--- src/rtl/uart_tx_arbiter.sv ---
// Round-robin front end for a shared UART_TX, with a frame watchdog and a run-time bit-period register.
// The grant is registered one cycle after DV is sampled, and requests get no Ack while a frame is in flight.
module uart_tx_arbiter #(
  parameter logic [11:0] CLKS_PER_BIT_DEFAULT = 12'hD05
) (
  input  logic        i_Clock,
  input  logic        i_Rst_H,
  input  logic        i_Req0_DV,
  input  logic [7:0]  i_Req0_Byte,
  output logic        o_Req0_Ack,
  input  logic        i_Req1_DV,
  input  logic [7:0]  i_Req1_Byte,
  output logic        o_Req1_Ack,
  input  logic        i_Cfg_WE,
  input  logic [11:0] i_Cfg_Clk_per_bit,
  output logic        o_TX_DV,
  output logic [7:0]  o_TX_Byte,
  output logic [11:0] o_Clk_per_bit,
  input  logic        i_TX_Done,
  output logic        o_Busy,
  output logic        o_Grant,
  output logic        o_Timeout
);

  typedef enum logic {IDLE, WAIT_DONE} state_t;

  state_t      r_state, w_state_nxt;
  logic        r_tx_dv, w_tx_dv_nxt;
  logic [7:0]  r_tx_byte, w_tx_byte_nxt;
  logic        r_ack0, w_ack0_nxt;
  logic        r_ack1, w_ack1_nxt;
  logic        r_busy, w_busy_nxt;
  logic        r_grant, w_grant_nxt;
  logic        r_timeout, w_timeout_nxt;
  logic [11:0] r_cpb, w_cpb_nxt;
  logic        r_pend_vld, w_pend_vld_nxt;
  logic [11:0] r_pend_val, w_pend_val_nxt;
  logic [15:0] r_wdog, w_wdog_nxt;

  logic        w_cfg_ok;
  logic        w_any_req;
  logic        w_pick1;
  logic [15:0] w_wdog_limit;

  assign w_cfg_ok     = i_Cfg_WE && (i_Cfg_Clk_per_bit != 12'd0);
  assign w_any_req    = i_Req0_DV || i_Req1_DV;
  // With both requesting, the one that did not win last time goes next
  assign w_pick1      = i_Req1_DV && (!i_Req0_DV || !r_grant);
  assign w_wdog_limit = {4'b0000, r_cpb} * 16'd11;

  always_comb begin
    w_state_nxt    = r_state;
    w_tx_dv_nxt    = 1'b0;
    w_tx_byte_nxt  = r_tx_byte;
    w_ack0_nxt     = 1'b0;
    w_ack1_nxt     = 1'b0;
    w_busy_nxt     = r_busy;
    w_grant_nxt    = r_grant;
    w_timeout_nxt  = 1'b0;
    w_cpb_nxt      = r_cpb;
    w_pend_vld_nxt = r_pend_vld;
    w_pend_val_nxt = r_pend_val;
    w_wdog_nxt     = r_wdog;
    case (r_state)
      IDLE: begin
        if (w_any_req) begin
          w_state_nxt   = WAIT_DONE;
          w_tx_dv_nxt   = 1'b1;
          w_tx_byte_nxt = w_pick1 ? i_Req1_Byte : i_Req0_Byte;
          w_ack0_nxt    = !w_pick1;
          w_ack1_nxt    = w_pick1;
          w_grant_nxt   = w_pick1;
          w_busy_nxt    = 1'b1;
          w_wdog_nxt    = 16'd0;
          if (w_cfg_ok) begin
            w_pend_vld_nxt = 1'b1;
            w_pend_val_nxt = i_Cfg_Clk_per_bit;
          end
        end else if (w_cfg_ok) begin
          w_cpb_nxt = i_Cfg_Clk_per_bit;
        end
      end
      WAIT_DONE: begin
        if (w_cfg_ok) begin
          w_pend_vld_nxt = 1'b1;
          w_pend_val_nxt = i_Cfg_Clk_per_bit;
        end
        if (i_TX_Done || (r_wdog == w_wdog_limit)) begin
          w_state_nxt    = IDLE;
          w_busy_nxt     = 1'b0;
          w_timeout_nxt  = !i_TX_Done;
          w_wdog_nxt     = 16'd0;
          w_pend_vld_nxt = 1'b0;
          // Newest write wins, so it lands in the first IDLE cycle ahead of any grant
          if (w_cfg_ok)
            w_cpb_nxt = i_Cfg_Clk_per_bit;
          else if (r_pend_vld)
            w_cpb_nxt = r_pend_val;
        end else begin
          w_wdog_nxt = r_wdog + 16'd1;
        end
      end
      default: w_state_nxt = IDLE;
    endcase
  end

  always_ff @(posedge i_Clock) begin
    if (i_Rst_H) begin
      r_state    <= IDLE;
      r_tx_dv    <= 1'b0;
      r_tx_byte  <= 8'h00;
      r_ack0     <= 1'b0;
      r_ack1     <= 1'b0;
      r_busy     <= 1'b0;
      r_grant    <= 1'b1;
      r_timeout  <= 1'b0;
      r_cpb      <= CLKS_PER_BIT_DEFAULT;
      r_pend_vld <= 1'b0;
      r_pend_val <= 12'd0;
      r_wdog     <= 16'd0;
    end else begin
      r_state    <= w_state_nxt;
      r_tx_dv    <= w_tx_dv_nxt;
      r_tx_byte  <= w_tx_byte_nxt;
      r_ack0     <= w_ack0_nxt;
      r_ack1     <= w_ack1_nxt;
      r_busy     <= w_busy_nxt;
      r_grant    <= w_grant_nxt;
      r_timeout  <= w_timeout_nxt;
      r_cpb      <= w_cpb_nxt;
      r_pend_vld <= w_pend_vld_nxt;
      r_pend_val <= w_pend_val_nxt;
      r_wdog     <= w_wdog_nxt;
    end
  end

  assign o_TX_DV       = r_tx_dv;
  assign o_TX_Byte     = r_tx_byte;
  assign o_Req0_Ack    = r_ack0;
  assign o_Req1_Ack    = r_ack1;
  assign o_Busy        = r_busy;
  assign o_Grant       = r_grant;
  assign o_Timeout     = r_timeout;
  assign o_Clk_per_bit = r_cpb;

endmodule

--- config.mk ---
export PLATFORM = sky130hd
export DESIGN_NAME = uart_tx_arbiter
export DESIGN_NICKNAME = d
export VERILOG_FILES = /design/src/rtl/uart_tx_arbiter.sv
export SDC_FILE = /design/constraint.sdc
export NUM_CORES = 1
export LEC_CHECK = 0
export BUFFER_PORTS_ARGS = -buffer_cell sky130_fd_sc_hd__buf_4
export CAP_MARGIN = 25
export CORE_UTILIZATION = 57
export CTS_CLUSTER_SIZE = 30
export DETAILED_ROUTE_END_ITERATION = 7
export HOLD_SLACK_MARGIN = 0.05
export PLACE_DENSITY = 0.82
export RECOVER_POWER = 100
export SLEW_MARGIN = 5
export SYNTH_ARGS = -nofsm -noshare
export SYNTH_HDL_FRONTEND = slang
export SYNTH_SLANG_ARGS = --single-unit
export TNS_END_PERCENT = 10
--- constraint.sdc ---
create_clock -name i_Clock -period 4.3 [get_ports i_Clock]
set_input_delay 0.43 -clock i_Clock [delete_from_list [all_inputs] [get_ports i_Clock]]
set_output_delay 0.43 -clock i_Clock [all_outputs]
set_load 0.02 [all_outputs]
=== Word level (Yosys, flattened, before mapping) ===
Index checks and enable logic that the tools add are counted.

* Add/subtract/negate cells: 1
* Multipliers: 1
* Equal/unequal tests: 6
* Multiplexer cells: 23
* Bitwise gates (word level): 3
* Reductions and logical operators: 16

{| class="wikitable"
|+ Operator list
! kind !! number
|-
| $mux 12 || 7
|-
| $pmux 12 s2 || 2
|-
| $mux 16 || 2
|-
| $pmux 16 s2 || 1
|-
| $add 16x1->16 const B || 1
|-
| $eq 16x16->1 || 1
|-
| $mul 12x4->16 const B || 1
|-
| $reduce_bool 12->1 || 1
|-
| $mux 8 || 1
|-
| $mux 1 || 7
|-
| $ne 2x2->1 const B || 3
|-
| $pmux 1 s2 || 3
|-
| $reduce_or 3->1 || 2
|-
| $logic_not 1->1 || 4
|-
| $reduce_and 2->1 || 2
|-
| $reduce_and 4->1 || 1
|-
| $logic_or 1x1->1 || 3
|-
| $ne 3x1->1 const B || 1
|-
| $not 1->1 || 3
|-
| $logic_and 1x1->1 || 2
|-
| $ne 2x1->1 const B || 1
|-
| $reduce_or 2->1 || 1
|}

* Flip-flop bits (word level): 56
* Output and inout port bits: 26

=== Depth between registers and ports, before layout ===
* Depth after elaboration: 5
* Gate-level depth with buffers: 14

=== Least setup slack after synthesis ===
OpenSTA, ideal clock, no wires.

* Path kind: register -> register
* From: reg r_cpb[8], in the netlist o_Clk_per_bit[8]
* To: reg r_wdog[4]
* Setup time: 0.117 ns
* Data arrival time: 3.603 ns
* Setup slack: 0.580 ns
* Cell stages (with the launch flop): 14
* Path buffers: 3
* Cells stage by stage: dfxtp_1 ha_1 fa_1 ha_1 clkbuf_1 a21oi_1 o21a_1 o221ai_2 mux2_2 nor4_4 a211oi_2 buf_6 buf_6 a22o_1

* Word-level cells in the longest chain between the ends: 5

{| class="wikitable"
|+ RTL lines
! item !! line !! RTL
|-
| start, declared || 35 || <nowiki>logic [11:0] r_cpb, w_cpb_nxt;</nowiki>
|-
| start signal, assigned || 130 || <nowiki>r_cpb <= w_cpb_nxt;</nowiki>
|-
| $mul 12x4->16 || 49 || <nowiki>assign w_wdog_limit = {4'b0000, r_cpb} * 16'd11;</nowiki>
|-
| $eq 16x16->1 || 88 || <nowiki>if (i_TX_Done || (r_wdog == w_wdog_limit)) begin</nowiki>
|-
| $logic_or 1x1->1 || 88 ||
|-
| $mux 16 || 88 ||
|-
| $pmux 16 s2 || 64 || <nowiki>case (r_state)</nowiki>
|-
| end signal, assigned || 133 || <nowiki>r_wdog <= w_wdog_nxt;</nowiki>
|-
| end, declared || 38 || <nowiki>logic [15:0] r_wdog, w_wdog_nxt;</nowiki>
|}

No other way between the ends.
A chain may end at the register's enable or synchronous reset.

=== Worst setup path after layout ===
* From: reg r_cpb[4], in the netlist o_Clk_per_bit[4]
* To: reg r_cpb[6], in the netlist o_Clk_per_bit[6]

* Word-level cells in the longest chain between the ends: 5

{| class="wikitable"
|+ RTL lines
! item !! line
|-
| $mul 12x4->16 || 49
|-
| $eq 16x16->1 || 88
|-
| $logic_or 1x1->1 || 88
|-
| $ne 2x1->1 (no source line) || -
|-
| $reduce_and 4->1 (no source line) || -
|}

No other way between the ends.

==> flow_metrics.tcl <==
set metrics [dict create \
    status "finished clean" \
    crit_top_cell "ha_1" \
    slew_headroom_pct 32.5 \
    synth-compound-area-share_pct 19.5 \
    muxShareOfSynthArea_pct 11.9 \
    worst-path-stages 11 \
    antenna_found_initial 0 \
    cts_resized 0 \
    leakage_nw 1.79 \
    worstRegToRegCells 11 \
    cts_setup_buffers 0 \
    fin_crit_ns 4.09 \
    rr_startpoint "o_Clk_per_bit[4]" \
    switching_power_mw 0.606 \
    die_area_mm2 0.00693 \
    design_area_mm2 0.00427 \
    ios 60 \
    cts_buffers 5 \
    worst_pin_slew_ns 1.01 \
    post_synth.cell_area_avg_um2 9.41 \
    whs_path_depth 3 \
    worstPathCellList "ha_1, fa_1, ha_1, and3_4, a221oi_4, o221ai_2, mux2_2, nor4_4, a21o_4, a21oi_1, a311oi_2" \
    diodes 0 \
    die_y_um 83.3 \
    area_delta_synth_final_pct 13.5 \
    crit_path_start_kind "flop" \
    final_net_count 529 \
    finalHoldViolations 0 \
    cts.clk_slew.worst_paths_ns 0.11 \
    setup_viol 0 \
    drc 0 \
    synth_edf_count 0 \
    seq_area_frac_synth_pct 29.8 \
    clkLatencyLatePin_ns 0.31 \
    io_buffers 59 \
    hold_start "i_Cfg_Clk_per_bit[11]" \
    holdWs_ns 0.365 \
    min_path_type "in2reg" \
    cp_slowest_cell "dfxtp_1" \
    critPathCaptureType "flop" \
    path_delay_family "compound AO/OA/AOI/OAI gates" \
    cp.buffers_inverters 0 \
    cts_root_buffer "clkbuf_8" \
    holdPathEnd "r_pend_val[11]" \
    rows 29 \
    setup_tns_ns 0 \
    cts_tree "done" \
    pre_cts_ws_ns 0.242 \
    intPower_mw 1.01 \
    ys.flop_type "dfxtp_1" \
    arrival_ns 4.32 \
    ys_ff_latch 56 \
    grt_pass1_wl_um 15000 \
    post-place-cells 527 \
    cap_violations 0 \
    drive_above_1_share_pct 15.1 \
    grt_usage_pct 26.9 \
    power_mw 1.62 \
    timing.rr.end "o_Clk_per_bit[6]" \
    dr.pass1.iters 4 \
    synth.net_count 472 \
    fin_util_pct 67.3 \
    via_count 3262 \
    grt_max_degree 49 \
    path_max_fanout 23 \
    skew_ns 0.0124 \
    reg2reg_slack_ns 0.21 \
    grt_setup_unrepaired "no" \
    synth_cell_type_count 52 \
    overflow 0 \
    irDropWorstVdd_v 0.000208 \
    synth-warning-count 0 \
    synthAdderAreaFrac_pct 14.4 \
    cts.sinks 56 \
    hpwl_um 7120 \
    finalMaxSlewViolations 0 \
    post_drt_wl_per_cell_um 17.3 \
    synth-simple-area-share_pct 15.7 \
    syn_inst 400 \
    layoutNonFillerInstCount 535 \
    vias_per_cell 6.10 \
    routed_wl_um 9270 \
    fin_crit_sh_pct 95.2 \
    grt_pass1_vias 3057 \
    hold_buffers 0 \
    cts_buffer_depth 2 \
    synthArstFlopShare_pct 0 \
    fp.dieW_um 83.3 \
    synth_xor_area_share_pct 5.59 \
    p_seq_share_pct 35.7 \
    core_area_mm2 0.00635 \
    synth_top_family_by_area "compound AO/OA/AOI/OAI gates" \
    cpPeakStageDelay_ns 0.49 \
    setup_ws_ns 0.206 \
    pwr-share-comb_pct 42.7 \
    power_density_mw_per_mm2 380 \
    placed_area_mm2 0.00427 \
    drt_iter0_markers 178 \
    worstPathRequired_ns 4.53 \
    fmax_mhz 244 \
    place.gp.congestion 0.974 \
    ant_nets 0 \
    power_frac_clock_pct 21.6 \
    initial_core_util_pct 59.3 \
    htreeDepth 2 \
    synthesis.area_mm2 0.00376 \
    crit_start "o_Clk_per_bit[4]" \
    p_sw_share_pct 37.4 \
    worstSetupPathType "reg2reg" \
]
layout make-up:
type	count	area, um2
Timing Repair Buffer	67	394
Clock inverter	3	47.5
Sequential cell	56	1120
Multi-Input combinational cell	321	2520
Fill cell	551	2080
Inverter	6	22.5
Clock buffer	5	68.8
Tap cell	77	96.3
registers in the layout, indices dropped and copies added, names as in the netlist:
name           cells
o_Grant            1
r_wdog            16
r_state            1
o_Clk_per_bit     12
o_Busy             1
o_TX_Byte          8
o_TX_DV            1
o_Req1_Ack         1
o_Timeout          1
r_pend_vld         1
r_pend_val        12
o_Req0_Ack         1
routing by layer:
metal	global-route usage [%]	routed length, um	vias to the layer above
met1	34.6	4020	1564
met4	8.15	148	0
met3	3.98	426	16
met5	0	0	-
li1	-	-	1593
met2	46.6	4670	89
cells by family after synthesis:
| kind of cell | count (synthesis) |
|---|---|
| buf+inv | 23 |
| simple gates | 119 |
| xor+xnor | 24 |
| compound gates | 96 |
| mux | 44 |
| flops | 56 |
| fa+ha+maj | 38 |
layout by cell type (no fill, tap or decap), drive strengths merged, types with 3 or more instances in the layout:
cell / instances
nor3: 12
buf: 38
clkbuf: 34
a21o: 6
inv: 6
nand2b: 5
xor2: 7
a311oi: 7
o21bai: 5
mux2i: 37
dfxtp: 56
a22o: 4
nand4: 3
o211ai: 6
ha: 29
nand3: 10
o21a: 3
a211oi: 12
a21oi: 33
nand2: 26
nor2b: 5
mux2: 7
fa: 9
xnor2: 17
a31oi: 3
nor4: 6
nor2: 37
o21ai: 6
and3: 9
synth_stat cells (4+ instances only):
cell      number  area share [%]
and3_1         8             1.3
nor2_1        37             3.7
dfxtp_1       56              30
o211ai_1       6             1.2
a21o_1         5             1.0
clkbuf_1      13             1.3
nor3_1        12             1.6
mux2i_1       37             9.8
nand3_1       10             1.3
a21oi_1       32             4.3
xor2_1         7             1.6
o21ai_0        5            0.66
ha_1          29             9.6
nand2b_1       5            0.83
a22o_1         4            0.93
nor2b_1        5            0.83
fa_1           9             4.8
mux2_2         7             2.1
inv_1          6            0.60
nor4_1         4            0.66
a211oi_1      10             2.0
o21bai_1       5             1.0
nand2_1       26             2.6
xnor2_1       17             4.0
a311oi_2       7             2.8
how the worst max path moves through the flow:
stage | end | slack [ns]
4_1_cts | o_Clk_per_bit[6] | 0.17
2_1_floorplan | r_wdog[4] | 0.58
5_1_grt | o_Clk_per_bit[7] | 0.02
6_report | o_Clk_per_bit[6] | 0.21
3_3_place_gp | o_Clk_per_bit[8] | 0.39
3_5_place_dp | o_Clk_per_bit[7] | 0.24
power groups by stage:
stage	logic, mW	clock network, mW	registers, mW
floorplan	0.499	0	0.609
global placement	0.688	0	0.589
detailed placement	0.699	0	0.590
CTS	0.708	0.356	0.578
global route	0.758	0.381	0.583
finish	0.692	0.351	0.578
worst register-to-register path, cell delays in order (launching register included):
cell and delay (ns):
dfxtp_1 0.49, ha_1 0.31, fa_1 0.48, ha_1 0.44
and3_4 0.25, a221oi_4 0.37, o221ai_2 0.16, mux2_2 0.31
nor4_4 0.37, a21o_4 0.36, a21oi_1 0.16, a311oi_2 0.32
No activity file was read; power rests on OpenSTA's default activity.
